===== config.mk =====
export PLATFORM = sky130hd
export DESIGN_NAME = fetch_sequencer
export DESIGN_NICKNAME = d
export VERILOG_FILES = /design/src/rtl/fetch_pkg.sv /design/src/rtl/fetch_pc_reg.sv /design/src/rtl/fetch_sequencer.sv
export SDC_FILE = /design/constraint.sdc
export NUM_CORES = 1
export LEC_CHECK = 0
export BUFFER_PORTS_ARGS = -buffer_cell sky130_fd_sc_hd__clkbuf_2
export CAP_MARGIN = 20
export CORE_MARGIN = 1.5
export CORE_UTILIZATION = 25
export CTS_BUF_LIST = sky130_fd_sc_hd__clkbuf_16
export CTS_CLUSTER_SIZE = 10
export DETAILED_ROUTE_END_ITERATION = 10
export MAX_ROUTING_LAYER = met4
export PLACE_DENSITY_LB_ADDON = 0.25
export SLEW_MARGIN = 20
export SYNTH_ARGS = -nofsm -noshare
export SYNTH_HDL_FRONTEND = slang
export SYNTH_SLANG_ARGS = --single-unit

===== constraint.sdc =====
create_clock -name i_clk -period 4.4 [get_ports i_clk]
set_clock_uncertainty 0.15 [all_clocks]
set_input_delay 0.88 -clock i_clk [delete_from_list [all_inputs] [get_ports i_clk]]
set_output_delay 0.88 -clock i_clk [all_outputs]
set_load 0.01 [all_outputs]

===== src/rtl/fetch_pkg.sv =====
// fetch_pkg: shared definitions for the instruction fetch sequencer.
//   fetch_state_e    : sequencer FSM states (IDLE, REQ, KILL, HOLD)
//   pc_sel_e         : next-pc selection driven by the FSM into fetch_pc_reg
//   DATA_W           : address / instruction width
//   INSN_BYTES       : byte stride between sequential instructions
//   DEF_RESET_VECTOR : default first fetch address after reset
//   DEF_TRAP_VECTOR  : default trap redirect target
package fetch_pkg;

  localparam int DATA_W     = 32;
  localparam int INSN_BYTES = 4;

  localparam logic [DATA_W-1:0] DEF_RESET_VECTOR = 32'h0000_0000;
  localparam logic [DATA_W-1:0] DEF_TRAP_VECTOR  = 32'h0000_0100;

  typedef enum logic [1:0] {
    ST_IDLE = 2'd0,
    ST_REQ  = 2'd1,
    ST_KILL = 2'd2,
    ST_HOLD = 2'd3
  } fetch_state_e;

  typedef enum logic [1:0] {
    PC_HOLD = 2'd0,
    PC_INC  = 2'd1,
    PC_TGT  = 2'd2
  } pc_sel_e;

endpackage


===== src/rtl/fetch_pc_reg.sv =====
// fetch_pc_reg: program counter register with its next-pc mux and +4 adder.
// Ports:
//   i_clk     in   clock, rising edge
//   i_rst_n   in   asynchronous active-low reset (pc <= RESET_VECTOR)
//   sel       in   next-pc select: hold / pc+4 / target
//   target    in   redirect target, already word aligned by the caller
//   pc        out  current fetch address
//   pc_inc    out  pc + INSN_BYTES, wrapping modulo 2^32
module fetch_pc_reg
  import fetch_pkg::*;
#(
  parameter logic [DATA_W-1:0] RESET_VECTOR = DEF_RESET_VECTOR
) (
  input  logic              i_clk,
  input  logic              i_rst_n,
  input  pc_sel_e           sel,
  input  logic [DATA_W-1:0] target,
  output logic [DATA_W-1:0] pc,
  output logic [DATA_W-1:0] pc_inc
);

  logic [DATA_W-1:0] pc_nx;

  // Carry out of bit 31 is dropped, so 0xFFFF_FFFC + 4 wraps to 0.
  assign pc_inc = pc + DATA_W'(INSN_BYTES);

  always_comb begin
    pc_nx = pc;
    case (sel)
      PC_INC:  pc_nx = pc_inc;
      PC_TGT:  pc_nx = target;
      default: pc_nx = pc;
    endcase
  end

  always_ff @(posedge i_clk or negedge i_rst_n) begin
    if (!i_rst_n) pc <= RESET_VECTOR;
    else          pc <= pc_nx;
  end

endmodule


===== src/rtl/fetch_sequencer.sv =====
// fetch_sequencer: instruction fetch sequencer with redirect, kill and stall.
// Optional feature: define FETCH_TRAP_EN to add i_trap, a top-priority
// redirect to TRAP_VECTOR.
// Ports:
//   i_clk, i_rst_n   clock (rising edge), asynchronous active-low reset
//   i_stall          decode hazard; freezes the delivered instruction
//   i_br_sel         branch redirect request, target i_pc_bru (bits [1:0] ignored)
//   i_trap           trap redirect (FETCH_TRAP_EN builds only)
//   o_imem_req       instruction memory request, held until i_imem_ack
//   o_imem_addr      word-aligned request address
//   i_imem_ack       one-cycle acknowledge, i_imem_rdata valid with it
//   i_imem_rdata     fetched instruction
//   o_if_valid       registered fetch result valid
//   o_if_instr       fetched instruction
//   o_if_pc          address of o_if_instr
//   o_pc_four        o_if_pc + 4
module fetch_sequencer
  import fetch_pkg::*;
#(
  parameter logic [DATA_W-1:0] RESET_VECTOR = DEF_RESET_VECTOR,
  parameter logic [DATA_W-1:0] TRAP_VECTOR  = DEF_TRAP_VECTOR
) (
  input  logic              i_clk,
  input  logic              i_rst_n,
  input  logic              i_stall,
  input  logic              i_br_sel,
  input  logic [DATA_W-1:0] i_pc_bru,
`ifdef FETCH_TRAP_EN
  input  logic              i_trap,
`endif
  output logic              o_imem_req,
  output logic [DATA_W-1:0] o_imem_addr,
  input  logic              i_imem_ack,
  input  logic [DATA_W-1:0] i_imem_rdata,
  output logic              o_if_valid,
  output logic [DATA_W-1:0] o_if_instr,
  output logic [DATA_W-1:0] o_if_pc,
  output logic [DATA_W-1:0] o_pc_four
);

  fetch_state_e      state_q, state_nx;
  pc_sel_e           pc_sel;
  logic [DATA_W-1:0] pc, pc_inc, pc_tgt;
  logic [DATA_W-1:0] kill_tgt_q;
  logic              kill_ld;
  logic              cap;
  logic              vld_nx;
  logic              trap;
  logic              redir;
  logic [DATA_W-1:0] redir_tgt;
  logic              vld_p1;
  logic [DATA_W-1:0] instr_p1, pc_p1, pc_four_p1;
  logic [1:0]        bru_lsb_unused;

`ifdef FETCH_TRAP_EN
  assign trap = i_trap;
`else
  assign trap = 1'b0;
`endif

  assign bru_lsb_unused = i_pc_bru[1:0];

  // Trap outranks a branch redirect presented in the same cycle.
  assign redir     = trap | i_br_sel;
  assign redir_tgt = trap ? TRAP_VECTOR : {i_pc_bru[DATA_W-1:2], 2'b00};

  fetch_pc_reg #(
    .RESET_VECTOR (RESET_VECTOR)
  ) u_pc (
    .i_clk   (i_clk),
    .i_rst_n (i_rst_n),
    .sel     (pc_sel),
    .target  (pc_tgt),
    .pc      (pc),
    .pc_inc  (pc_inc)
  );

  // pc only moves when a request completes or is abandoned, so the
  // outstanding address stays stable through REQ and KILL.
  assign o_imem_req  = (state_q == ST_REQ) || (state_q == ST_KILL);
  assign o_imem_addr = pc;

  always_comb begin
    state_nx = state_q;
    pc_sel   = PC_HOLD;
    pc_tgt   = redir_tgt;
    kill_ld  = 1'b0;
    cap      = 1'b0;
    vld_nx   = vld_p1;
    case (state_q)
      ST_IDLE: begin
        vld_nx   = 1'b0;
        state_nx = ST_REQ;
        if (redir) pc_sel = PC_TGT;
      end
      ST_REQ: begin
        if (redir) begin
          vld_nx = 1'b0;
          if (i_imem_ack) begin
            pc_sel = PC_TGT;
          end else begin
            kill_ld  = 1'b1;
            state_nx = ST_KILL;
          end
        end else if (i_imem_ack) begin
          cap    = 1'b1;
          vld_nx = 1'b1;
          if (i_stall) state_nx = ST_HOLD;
          else         pc_sel   = PC_INC;
        end else begin
          vld_nx = 1'b0;
        end
      end
      ST_KILL: begin
        vld_nx = 1'b0;
        if (i_imem_ack) begin
          // A redirect arriving together with the ack is the newest target.
          pc_sel   = PC_TGT;
          pc_tgt   = redir ? redir_tgt : kill_tgt_q;
          state_nx = ST_REQ;
        end else if (redir) begin
          kill_ld = 1'b1;
        end
      end
      ST_HOLD: begin
        if (redir) begin
          vld_nx   = 1'b0;
          pc_sel   = PC_TGT;
          state_nx = ST_REQ;
        end else if (!i_stall) begin
          vld_nx   = 1'b0;
          pc_sel   = PC_INC;
          state_nx = ST_REQ;
        end
      end
      default: begin
        vld_nx   = 1'b0;
        state_nx = ST_IDLE;
      end
    endcase
  end

  always_ff @(posedge i_clk or negedge i_rst_n) begin
    if (!i_rst_n) state_q <= ST_IDLE;
    else          state_q <= state_nx;
  end

  always_ff @(posedge i_clk) begin
    if (kill_ld) kill_tgt_q <= redir_tgt;
  end

  // ---- stage p1: registered fetch result to decode ----
  always_ff @(posedge i_clk or negedge i_rst_n) begin
    if (!i_rst_n) begin
      vld_p1     <= 1'b0;
      instr_p1   <= '0;
      pc_p1      <= '0;
      pc_four_p1 <= '0;
    end else begin
      vld_p1 <= vld_nx;
      if (cap) begin
        instr_p1   <= i_imem_rdata;
        pc_p1      <= pc;
        pc_four_p1 <= pc_inc;
      end
    end
  end

  assign o_if_valid = vld_p1;
  assign o_if_instr = instr_p1;
  assign o_if_pc    = pc_p1;
  assign o_pc_four  = pc_four_p1;

endmodule


==> reports/qor.csv, run 1 <==
stage,metric,value,unit
run_status,status,"finished, final reports clean",
clock_tree,Skew-Pair Late Insertion Delay,430,ps
clock_tree,number of gates resized after CTS,0,
synthesis,"Async S/R FF share, synth",80.6,%
synthesis,most frequent cell after synthesis,nand2_1,
place,HPWL Detailed,16600,microns
synthesis,Yosys cell types,60,
route,DRT antenna net count,0,
power_and_ir_drop,Int Power,0.00384,W
clock_tree,Post-CTS Setup Inserts,0,
power_and_ir_drop,Comb pwr share,40.6,%
worst_setup_path,critical path capture point type,flop,
sta,Least-Margin Pin Slew,872,ps
sta,Max transition margin,41.9,%
synthesis,"area leader, netlist",dfrtp_1,
run,total of max-cap violations,0,
sta,max frequency,317,MHz
route,final WL,23000,microns
floorplan,IO Count,199,
synthesis,"EDFF count, synth",30,
floorplan,CORE AREA,29600,sq um
synthesis,post-synthesis mux area share,4.34,%
worst_setup_path,worst setup path category,flop to flop,
floorplan,DIE AREA,31200,sq um
synthesis,Post-Synthesis Cell Area,7530,sq um
clock_tree,# H-tree levels,4,
route,drt initial violations,403,
power_and_ir_drop,worst ir drop on vdd,0.000305,V
synthesis,post-synthesis simple-gate area fraction,21.5,%
power_and_ir_drop,Seq pwr share,38.6,%
synthesis,main combinational cell family by area after synthesis,simple AND/OR/NAND/NOR gates,
sta,endpoints failing setup,0,
synthesis,Adder-Cell Fraction of Synth Area,1.16,%
clock_tree,CTS Buffer Depth,2,
finish,Inserted Diodes,0,
place,IO buf count,190,
synthesis,Synth warnings,0,
power_and_ir_drop,NetSw,0.00288,W
grt,vias in the first global route,5816,
synthesis,"Avg Cell Area, Syn",9.61,sq um
worst_setup_path,crit-path max FO,15,
synthesis,Synth Area in Compound Gates,11.9,%
place,DP Area,8690,sq um
sta,unrepaired setup endpoints after global routing,no,
worst_setup_path,CP required,4560,ps
grt,GRT Total Usage,15.4,%
synthesis,Most used DFF post-synth,dfrtp_1,
power_and_ir_drop,switch share,42.9,%
sta,max-slew violation count,0,
clock_tree,CTS buffer count,17,
place,gpl congestion,0.793,
power_and_ir_drop,overall power,0.00672,W
synthesis,leading post-synthesis cells by cell area,"dfrtp_1 (42%), edfxtp_1 (12%), nand2_1 (11%)",
grt,pin count of the biggest net entering global routing,92,
floorplan,die width,177,microns
finish,Post-Layout Inst Area,9240,sq um
synthesis,Commonest cells post-synth,"nand2_1 (222), dfrtp_1 (125), o21ai_0 (45)",
floorplan,height of the die,177,microns
route,wire per inst,17.1,microns
clock_tree,Clock Sinks,155,
route,DRC viols,0,
synthesis,xor and xnor fraction of the mapped netlist area,1.63,%
clock_tree,clk slew on worst S/H paths,70,ps
worst_hold_path,Hold/Removal Path Class,flop to flop,
sta,final worst-path cycle share,71.7,%
synthesis,number of synthesized register bits,155,
sta,minimum clock period,3160,ps
route,Vias/cell,4.60,
power_and_ir_drop,Clk pwr share,20.8,%
floorplan,initial core utilization,25.4,%
floorplan,Std-Cell Rows,63,
power_and_ir_drop,LEAKAGE,4.27,nW
worst_setup_path,crit start category,flop,
finish,nets@finish,1014,
worst_setup_path,Arrival @ worst endpoint,3310,ps
clock_tree,TritonCTS clock tree,built,
synthesis,post-synthesis cell count,783,
synthesis,area share of the largest cell type after synthesis,41.6,%
sta,total negative slack,0,ps
sta,"Hold Vio Cnt, Final",0,
grt,initial antenna violation count,0,
finish,share of layout cells above drive strength 1,27.7,%
sta,minimum hold slack,324,ps
grt,first-pass GRT wire length,35200,microns
grt,Congestion Overflow GR,0,
clock_tree,hold_buf cts,0,
route,first-pass iteration count of the detailed router,4,
clock_tree,clk root buf,clkbuf_16,
finish,area grow syn2layout,22.8,%
finish,fillers,3162,
synthesis,register area share after synthesis,53.5,%
route,vias,6166,
power_and_ir_drop,Cell Pwr Density,728,nW/um^2
## worst paths after layout
check	depth (start not counted)	to	slack, ps	from
setup / recovery	10	u_pc.pc[31]	1240	state_q[1]
hold / removal	2	o_if_pc[22]	320	o_if_pc[22]
setup reg to reg	10	u_pc.pc[31]	1240	state_q[1]
hold reg to reg	2	o_if_pc[22]	320	o_if_pc[22]
max in group asynchronous	2	o_if_instr[7]	2900	i_rst_n
min in group asynchronous	1	o_if_pc[9]	330	i_rst_n
## kinds of logic (layout without fill, tap and decap cells)
logic type / count (synthesis) / count (layout)
AO/OA/AOI/OAI: 137 / 137
flip-flops: 155 / 155
XOR/XNOR: 14 / 14
multiplexers: 30 / 30
adder cells (fa/ha/maj): 7 / 7
AND/OR/NAND/NOR: 358 / 358
buffers and inverters: 81 / 244
other: 1 / 6
## critical path, cell delays in order (launching register included)
cell and delay (ps):
dfrtp_1 410, inv_1 120, ha_1 280, inv_1 140
nor3b_4 200, o21ai_0 170, ha_1 370, buf_4 260
or4b_2 670, nor4_1 180, nor3_1 90
## flip-flops by register name (all words and copies together) (netlist names)
register / count
kill_tgt_q: 30
o_if_valid: 1
state_q: 2
u_pc.pc: 30
o_if_pc: 30
o_pc_four: 30
o_if_instr: 32
## layout make-up
| type | count | area [sq um] | area share, % |
|---|---|---|---|
| clock inverter | 15 | 125 | 1.35 |
| clock buffer | 17 | 425 | 4.60 |
| tap | 390 | 488 | 5.28 |
| sequential | 155 | 4030 | 43.6 |
| inverter | 11 | 41.3 | 0.447 |
| timing repair buffer | 201 | 1050 | 11.4 |
| multi-input combinational | 552 | 3080 | 33.4 |
## metal layers
layer  GRT usage [%]  wire length, microns
met1            21.6                 11200
met2            21.5                  9920
met3            3.92                  1480
met4            5.08                   378
met5               -                     0
## power by group through the flow
stage	clock network, W	registers [W]	logic [W]
final	0.00140	0.00260	0.00273
after global routing	0.00150	0.00269	0.00304
after CTS	0.00146	0.00260	0.00277
after detailed placement	0	0.00263	0.00276
after global placement	0	0.00261	0.00274
after floorplan	0	0.00267	0.00156
## per-stage QoR
step                      instances  utilization, %  setup WS, ps
final                          1341            31.2          1240
after global routing           1341            31.2          1050
after CTS                      1341            31.2          1250
after detailed placement       1309            29.3          1080
after global placement         1309            29.3          1050
after floorplan                 788               -          1230
## cells in the final DEF, fill, tap and decap left out, types with 6 or more instances in the layout
cell type / instances
o22ai_1: 9
nor4_1: 11
edfxtp_1: 30
nand3_1: 21
nor2_1: 34
a31oi_1: 14
buf_4: 10
inv_6: 9
clkbuf_2: 189
mux2i_1: 9
nor3_1: 15
dfrtp_1: 125
nand3b_1: 6
a21oi_1: 10
and3_1: 6
inv_1: 11
xnor2_1: 9
nand4_1: 15
or4_1: 6
a22oi_1: 11
mux2_2: 21
o211ai_1: 7
ha_1: 7
conb_1: 6
a211oi_1: 6
nand2_1: 222
o21ai_0: 45
clkbuf_16: 17
Note: power is estimated with default switching activity, not from simulation.
==> inputs of run 2 (changes only) <==
- clock period: 4.4 -> 3.2 ns (I/O delays scaled with it)
==> run 2 against run 1 <==
Compared with the run above:
- via count increased by 0.92%
- combinational power increased by 41%
- fmax increased by 12%
- core utilization increased by 0.54 points
- first-iteration DRC count decreased by 4.2%
- clock power increased by 49%
- die area unchanged
- sequential power increased by 36%
- flip-flop and latch count unchanged
- critical endpoint unchanged
- highest routed layer unchanged
==> reports/qor.csv, run 2 (synthesis results as in run 1) <==
stage,metric,value,unit
run_status,status,"finished, final reports clean",
sta,"Hold Vio Cnt, Final",0,
power_and_ir_drop,overall power,0.00946,W
worst_setup_path,worst setup path category,flop to flop,
clock_tree,TritonCTS clock tree,built,
grt,pin count of the biggest net entering global routing,86,
clock_tree,# H-tree levels,4,
sta,final worst-path cycle share,87.9,%
route,wire per inst,17.1,microns
place,dpl cells,1322,
clock_tree,Post-CTS Setup Inserts,0,
clock_tree,number of gates resized after CTS,0,
run,total of max-cap violations,0,
power_and_ir_drop,worst ir drop on vdd,0.000428,V
worst_setup_path,crit start category,flop,
floorplan,IO Count,199,
worst_setup_path,worst r2r src,state_q[1],
clock_tree,clk slew on worst S/H paths,70,ps
worst_setup_path,RR Endpoint,u_pc.pc[31],
finish,nets@finish,1027,
floorplan,DIE AREA,31200,sq um
clock_tree,CTS buffer count,17,
place,DP Area,8800,sq um
finish,Post-Layout Inst Area,9400,sq um
clock_tree,Clock Sinks,155,
worst_setup_path,crit-path max FO,5,
clock_tree,hold_buf cts,0,
grt,initial antenna violation count,0,
sta,unrepaired setup endpoints after global routing,no,
worst_setup_path,worst r2r path cells,9,
route,Vias/cell,4.60,
sta,Least-Margin Pin Slew,891,ps
worst_hold_path,Hold/Removal Path Class,primary input to async pin,
route,DRC viols,0,
power_and_ir_drop,Cell Pwr Density,1010,nW/um^2
finish,share of layout cells above drive strength 1,28.4,%
route,final WL,23100,microns
sta,max frequency,356,MHz
place,IO buf count,190,
route,first-pass iteration count of the detailed router,5,
finish,Inserted Diodes,0,
sta,Max transition margin,40.6,%
route,DRT antenna net count,0,
sta,total negative slack,0,ps
worst_setup_path,Arrival @ worst endpoint,2960,ps
route,drt initial violations,386,
clock_tree,clk root buf,clkbuf_16,
floorplan,die width,177,microns
floorplan,height of the die,177,microns
floorplan,Std-Cell Rows,63,
power_and_ir_drop,LEAKAGE,4.34,nW
worst_setup_path,crit-path cells,inv_1 > ha_1 > inv_1 > nor3b_4 > o21ai_0 > ha_1 > or4b_2 > nor4_1 > nor3_1,
finish,Finished Layout Cells,1354,
finish,most frequent cells in the layout,"nand2_1 (222), clkbuf_2 (189), dfrtp_1 (125)",
clock_tree,Skew-Pair Late Insertion Delay,430,ps
place,gpl congestion,0.781,
route,vias,6223,
grt,vias in the first global route,5990,
finish,fillers,3169,
sta,endpoints failing setup,0,
finish,area grow syn2layout,24.9,%
worst_setup_path,worst stage delay on the critical path,700,ps
finish,"most common cell after layout, fill and taps aside",nand2_1,
worst_setup_path,CP required,3350,ps
grt,GRT Total Usage,15.6,%
sta,max-slew violation count,0,
worst_setup_path,FF-to-FF setup slack,390,ps
grt,first-pass GRT wire length,35900,microns
floorplan,CORE AREA,29600,sq um
floorplan,initial core utilization,25.4,%
worst_setup_path,critical path capture point type,flop,
sta,minimum hold slack,81.6,ps
worst_setup_path,critical path's slowest cell,or4b_2,
grt,Congestion Overflow GR,0,
place,HPWL Detailed,16800,microns
clock_tree,CTS Buffer Depth,2,
sta,minimum clock period,2810,ps
finish,max reg flops,32,
==> run 2: changes by cell type in the layout (fill, tap and decap cells not counted), sizes merged <==
cell,before,now
inv,21,13
clkinvlp,0,5
buf,12,25
bufinv,0,3
==> run 2: where the power goes <==
part	switching (W)	leakage (nW)	internal (W)	total, W
Clock	0.000854	0.275	0.00122	0.00208
Combinational	0.00234	2.27	0.00150	0.00384
Sequential	0.000717	1.80	0.00282	0.00354
Total	0.00391	4.34	0.00555	0.00946
==> run 2: layout make-up <==
type | instances | area (sq um) | share of cell area, %
Multi-Input combinational cell | 552 | 3080 | 32.8
Inverter | 11 | 41.3 | 0.439
Tap cell | 390 | 488 | 5.19
Clock inverter | 15 | 174 | 1.85
Sequential cell | 155 | 4030 | 42.8
Timing Repair Buffer | 214 | 1160 | 12.4
Clock buffer | 17 | 425 | 4.52
==> run 2: how the worst max path moves through the flow <==
| stage | endpoint | from |
|---|---|---|
| 2_1_floorplan | u_pc.pc[31] | i_br_sel |
| 3_3_place_gp | u_pc.pc[29] | state_q[1] |
| 6_report | u_pc.pc[31] | state_q[1] |
| 4_1_cts | u_pc.pc[31] | state_q[1] |
| 5_1_grt | u_pc.pc[29] | state_q[1] |
| 3_5_place_dp | u_pc.pc[29] | state_q[1] |
==> run 2: routing by layer <==
layer	vias to the layer above	wire length, microns	GRT usage [%]	share of wire (%)
met1	2945	11400	22.0	50
met2	193	9910	21.9	43
met4	0	359	4.59	1.6
met5	-	0	-	0
li1	3064	-	-	-
met3	21	1370	3.73	5.9
==> run 2: critical path: cells and delay by family (launching register included) <==
kind | cells | cell delay [ps]
fa+ha+maj | 2 | 580
compound gates | 1 | 110
simple gates | 4 | 1190
flops | 1 | 390
buf+inv | 2 | 250
==> run 2: stage by stage <==
step	worst slack (ps)	utilization, %
after floorplan	270	-
after global routing	202	31.7
after CTS	397	31.7
after detailed placement	415	29.7
final	388	31.7
after global placement	414	29.7
